===== src/rtl/latch_bank_wr_ctrl.sv =====
// Write sequencer for a bank of level-sensitive latches: turns a valid/ready request
// into setup / one-hot enable pulse / hold timing on a shared data bus.
module latch_bank_wr_ctrl #(
  parameter int unsigned DEPTH        = 8,
  parameter int unsigned AW           = 3,
  parameter int unsigned DW           = 8,
  parameter int unsigned PULSE_CYCLES = 2
) (
  input  logic             clk,
  input  logic             rst_n,
  input  logic             wr_valid,
  output logic             wr_ready,
  input  logic [AW-1:0]    wr_addr,
  input  logic [DW-1:0]    wr_data,
  output logic [DW-1:0]    lat_d,
  output logic [DEPTH-1:0] lat_en,
  output logic             busy,
  output logic             err_addr
);

  localparam int unsigned CW  = (PULSE_CYCLES > 1) ? $clog2(PULSE_CYCLES) : 1;
  localparam int unsigned AW1 = AW + 1;
  localparam logic [CW-1:0] CNT_LAST = CW'(PULSE_CYCLES - 1);
  localparam logic [AW:0]   DEPTH_W  = AW1'(DEPTH);

  if (PULSE_CYCLES == 0) begin : g_bad_pulse
    $error("latch_bank_wr_ctrl: PULSE_CYCLES must be >= 1");
  end
  if (DEPTH < 2 || DEPTH > (1 << AW)) begin : g_bad_depth
    $error("latch_bank_wr_ctrl: DEPTH must be in 2..2**AW");
  end

  typedef enum logic [1:0] {IDLE, SETUP, PULSE, HOLD} state_t;

  state_t           state_q, state_d;
  logic [CW-1:0]    cnt_q, cnt_d;
  logic [AW-1:0]    addr_q, addr_d;
  logic [DW-1:0]    lat_d_d;
  logic [DEPTH-1:0] lat_en_d;
  logic             ready_d;
  logic             err_d;

  // State and registered outputs; async reset drops the enable without waiting for clk.
  always_ff @(posedge clk or negedge rst_n) begin
    if (!rst_n) begin
      state_q  <= IDLE;
      cnt_q    <= '0;
      addr_q   <= '0;
      lat_d    <= '0;
      lat_en   <= '0;
      wr_ready <= 1'b1;
      busy     <= 1'b0;
      err_addr <= 1'b0;
    end else begin
      state_q  <= state_d;
      cnt_q    <= cnt_d;
      addr_q   <= addr_d;
      lat_d    <= lat_d_d;
      lat_en   <= lat_en_d;
      wr_ready <= ready_d;
      busy     <= ~ready_d;
      err_addr <= err_d;
    end
  end

  // Next state and next output values; lat_d only reloads on the accept edge.
  always_comb begin
    state_d  = state_q;
    cnt_d    = cnt_q;
    addr_d   = addr_q;
    lat_d_d  = lat_d;
    lat_en_d = '0;
    ready_d  = 1'b0;
    err_d    = 1'b0;
    case (state_q)
      IDLE: begin
        ready_d = 1'b1;
        if (wr_valid && wr_ready) begin
          addr_d  = wr_addr;
          lat_d_d = wr_data;
          err_d   = ({1'b0, wr_addr} >= DEPTH_W);
          ready_d = 1'b0;
          state_d = SETUP;
        end
      end
      SETUP: begin
        // err_addr is high exactly during SETUP of an out-of-range request
        if (err_addr) begin
          state_d = IDLE;
          ready_d = 1'b1;
        end else begin
          state_d  = PULSE;
          cnt_d    = '0;
          lat_en_d = DEPTH'(1) << addr_q;
        end
      end
      PULSE: begin
        if (cnt_q == CNT_LAST) begin
          state_d = HOLD;
          cnt_d   = '0;
        end else begin
          cnt_d    = cnt_q + CW'(1);
          lat_en_d = lat_en;
        end
      end
      HOLD: begin
        state_d = IDLE;
        ready_d = 1'b1;
      end
      default: begin
        state_d = IDLE;
        ready_d = 1'b1;
      end
    endcase
  end

endmodule


===== config.mk =====
export PLATFORM = sky130hd
export DESIGN_NAME = latch_bank_wr_ctrl
export DESIGN_NICKNAME = d
export VERILOG_FILES = /design/src/rtl/latch_bank_wr_ctrl.sv
export SDC_FILE = /design/constraint.sdc
export NUM_CORES = 1
export LEC_CHECK = 0
export ABC_AREA = 1
export BUFFER_PORTS_ARGS = -buffer_cell sky130_fd_sc_hd__buf_2
export CAP_MARGIN = 10
export CELL_PAD_IN_SITES_DETAIL_PLACEMENT = 1
export CELL_PAD_IN_SITES_GLOBAL_PLACEMENT = 2
export CORE_ASPECT_RATIO = 1.5
export CORE_MARGIN = 3
export CORE_UTILIZATION = 32
export CTS_BUF_LIST = sky130_fd_sc_hd__clkbuf_16
export CTS_CLUSTER_SIZE = 24
export DETAILED_ROUTE_END_ITERATION = 7
export PLACE_DENSITY = 0.81
export SLEW_MARGIN = 40
export SYNTH_ARGS = -nofsm -noshare
export SYNTH_HDL_FRONTEND = slang
export SYNTH_SLANG_ARGS = --single-unit

===== constraint.sdc =====
create_clock -name clk -period 3.1 [get_ports clk]
set_input_delay 0.465 -clock clk [delete_from_list [all_inputs] [get_ports clk]]
set_output_delay 0.465 -clock clk [all_outputs]
set_load 0.005 [all_outputs]

======== Yosys cells after proc, flatten, opt, wreduce, memory -nomap -nowiden ========
Index checks and enable logic that the tools add are counted.
storage, ports and cells
  memory bits (writable) .................. 0
  bits in read-only memories .............. 0
  bits of input ports ..................... 14
  memories kept ........................... 0
  register bits ........................... 24
  bits in latches ......................... 0
  word-level logic and storage cells ...... 29
operators by class
  divide/modulo/power cells ............... 0
  shifts and indexed selects .............. 1
  order comparisons ....................... 0
  mux-type cells .......................... 9
  reductions and logical operators ........ 5
  eq/ne operators ......................... 5
  bitwise operators ....................... 1
  multipliers ............................. 0
  add/sub/neg operators ................... 1
operators with widths
  cell                 count
  $pmux 8 s2           1
  $mux 8               1
  $pmux 2 s4           1
  $shl 1x3->8 const A  1
  $eq 2x2->1 const B   2
  $mux 2               2
  $ne 2x2->1 const B   2
  $pmux 1 s2           2
  $reduce_and 2->1     2
  $eq 2x1->1 const B   1
  $logic_not 2->1      1
  $mux 1               2
  $reduce_bool 2->1    1
  $add 1x1->1 const B  1
  $logic_and 1x1->1    1
  $not 1->1            1

======== Depth between registers and ports, before layout ========
  depth in word-level cells ............... 4
  depth in mapped cells ................... 6
  gate-level depth less buffers ........... 6

======== Worst setup path before layout ========
Ideal clock, no wire load.
  path kind ............................... register -> register
  start ................................... register state_q[0]
  end ..................................... register lat_d[0]
  path buffers ............................ 1
  stages on the path, launching flop included .. 7
  path slack .............................. 1926 ps
  required time ........................... 2983 ps
  arrival time ............................ 1057 ps
  library setup time ...................... 117 ps
  period minus slack after synthesis ...... 1174 ps
  cell sequence ........................... dfrtp_1 -> inv_1 -> ha_1 -> nand3_2 -> buf_4 -> nand2_1 -> o21ai_2
on the way
  word-level cells in the longest chain between the ends .. 2
ends and longest elaborated chain
  what                               RTL line  RTL
  from (decl)                        35        state_t state_q, state_d;
  from (signal assigned)             55        state_q <= state_d;
  $logic_not 2->1                    75        case (state_q)
  $reduce_and 2->1 (no source line)  --
  to (signal assigned)               58        lat_d <= lat_d_d;
  to (decl)                          15        output logic [DW-1:0] lat_d,
No other way between the ends.
A chain may end at the register's enable or synchronous reset.

======== Worst setup path in the final report ========
  start ................................... register state_q[0]
  end ..................................... register addr_q[0]
on the way
  word-level cells in the longest chain between the ends .. 2
ends and longest elaborated chain
  what                               RTL line  RTL
  $logic_not 2->1                    75
  $reduce_and 2->1 (no source line)  --
  to (signal assigned)               57        addr_q <= addr_d;
  to (decl)                          37        logic [AW-1:0] addr_q, addr_d;
No other way between the ends.

==> results_dict.tcl <==
set metrics [dict create \
    fmax_mhz 587 \
    yosys.area_share.simple_pct 21.1 \
    start_util_pct 34.4 \
    synth_xor_area_share_pct 0 \
    io_pins 33 \
    cts_tree "yes" \
    dr.pass1.iters 3 \
    final_common_cell "nand2_1" \
    skew_ns 0.00371 \
    grt_max_degree 25 \
    rrSetupSlack_ns 1.40 \
    wl_um 2410 \
    finalCriticalPeriod_ns 1.70 \
    synth_cell_types 19 \
    ir_worst_vdd_v 0.000365 \
    top_layer "met4" \
    cts_buffers 3 \
    cp.arrival_ns 1.82 \
    vias_per_cell 4.52 \
    cts.clk_slew.worst_paths_ns 0.06 \
    row_count 25 \
    postCtsSetupBuffers 0 \
    finalSetupTns_ns 0 \
    synthMuxAreaShare_pct 0 \
    clock-root-buffer "clkbuf_16" \
    dieArea_um2 4260 \
    core_um2 3250 \
    synth_fp_nets 137 \
    clock-sinks 24 \
    antenna_left 0 \
    route.met2.wl_um 1270 \
    hp-class "in2async" \
    synth_area_um2 1120 \
    antenna_found_initial 0 \
    grt_pass1_vias 910 \
    drive_above_1_share_pct 34.5 \
    place_congestion 0.818 \
    cp_cell_sequence "inv_1, ha_1, nand3_2, nor2_1, a21oi_2" \
    overflow 0 \
    endpoint_kind "flip-flop" \
    setup_viol 0 \
    port_buffers 31 \
    die_h_um 78.5 \
    avgRoutedWirePerCell_um 12.8 \
    die_w_um 54.3 \
    status "finished, final reports clean" \
    rsz0062_at_grt "false" \
    cts_max_level 1 \
    cap_violations 0 \
    ys_ff_latch 24 \
    cp_num_buf_inv 1 \
    final_cell_mix "nand2_1, buf_2, dfrtp_1" \
    crit_type "reg2reg" \
    ys_warn_count 0 \
    nFillCells 400 \
    hold_buffers 0 \
    grt_pass1_wl_um 4110 \
    avgSynthCellArea_um2 9.49 \
    worstMarginPinSlew_ns 0.559 \
    crit_slowest_cell "nand3_2" \
    met3_wirelength_um 103 \
    worst_path_largest_cell_delay_ns 0.45 \
    area_growth_pct 24.0 \
    worstPathRequired_ns 3.22 \
    power_density_nw_per_um2 972 \
    nNetsFinal 168 \
    drc 0 \
    insertedDiodeCount 0 \
    via_count 849 \
    path_delay_family "simple AND/OR/NAND/NOR gates" \
    max_slew_margin_pct 62.7 \
    syn_inst 118 \
    synthAdderAreaFrac_pct 5.59 \
    track_usage_pct 13.1 \
    hpwl_um 1830 \
    synth_compound_area_share_pct 9.50 \
    synth_top_family_by_area "simple AND/OR/NAND/NOR gates" \
    wirelength_met1_um 1020 \
    startpoint_type "flip-flop" \
    cts_buffer_depth 2 \
    leakagePower_nw 0.796 \
    hold_slack_ns 0.191 \
    clock_latency_ns 0.26 \
    drt_iter0_markers 17 \
    final_hold_viol_count 0 \
    min_period_over_period_pct 55.0 \
    slew_violations 0 \
    ys_seq_area_share_pct 53.7 \
    cts_resized 0 \
    cp_max_fo 22 \
]
[cells by family (layout without fill, tap and decap cells)]
logic type | count (synthesis) | count (layout)
adders and majority gates | 5 | 5
AOI/OAI and AO/OA | 13 | 13
and+or+nand+nor | 52 | 52
DFF | 24 | 24
other | 1 | 1
buffers and inverters | 23 | 53
[flip-flops by register name, summed over array words and instances, names as in the netlist]
signal	cells
addr_q	3
busy	1
cnt_q	1
lat_d	8
lat_en	8
state_q	2
wr_ready	1
[through the flow]
stage | util [%] | setup WS (ns) | total power [mW] | instances | cell area [um^2]
final | 42.7 | 1.40 | 1.35 | 188 | 1390
after global routing | 42.7 | 1.23 | 1.46 | 188 | 1390
after CTS | 42.7 | 1.37 | 1.37 | 188 | 1390
after detailed placement | 39.5 | 1.38 | 0.992 | 184 | 1280
after global placement | 39.5 | 1.53 | 0.965 | 184 | 1280
after floorplan | - | 1.93 | 0.833 | 118 | 1120
[worst register-to-register path, delay by kind of cell (launching register included)]
kind | cells | cell delay (ns)
compound gates | 1 | 0.07
simple gates | 2 | 0.76
fa+ha+maj | 1 | 0.19
buf+inv | 1 | 0.12
flops | 1 | 0.42
[power breakdown]
part	internal (mW)	switching, mW	total [mW]
registers	0.434	0.0762	0.510
clock network	0.257	0.110	0.367
logic	0.189	0.285	0.473
[Yosys cell counts, drive strengths merged]
library cell / count / area share (%)
conb: 1 / 0.33
a21oi: 5 / 3.2
buf: 4 / 3.4
nor2: 7 / 3.0
dfstp: 1 / 2.3
nand3: 3 / 1.8
clkbuf: 1 / 0.33
ha: 5 / 5.6
o21ai: 8 / 6.3
dfrtp: 23 / 51
or2: 1 / 0.56
inv: 18 / 6.0
nand2: 33 / 11
nand4: 8 / 4.5
[routing by layer]
layer  vias up  GRT usage, %
met5         -             0
met4         0          4.49
met3         2          3.23
met2        20          22.3
met1       405          15.3
li1        422             -
[layout make-up]
cell class | instances | area (um^2) | share of cell area (%)
Clock inverter | 1 | 30.0 | 2.16
Multi-Input combinational cell | 71 | 409 | 29.5
Sequential cell | 24 | 602 | 43.3
Timing Repair Buffer | 31 | 155 | 11.2
Clock buffer | 3 | 75.1 | 5.41
Inverter | 18 | 67.6 | 4.86
Tap cell | 40 | 50.0 | 3.60
[path summary, 6_finish.rpt]
| kind | start | cells past startpoint | to |
|---|---|---|---|
| setup / recovery | state_q[0] | 5 | addr_q[0] |
| hold / removal | rst_n | 1 | busy |
| setup reg to reg | state_q[0] | 5 | addr_q[0] |
| hold reg to reg | lat_en[0] | 2 | lat_en[0] |
| max in group asynchronous | rst_n | 1 | state_q[0] |
| min in group clk | wr_data[0] | 3 | lat_d[0] |
Power figures use the tool's default switching activity.
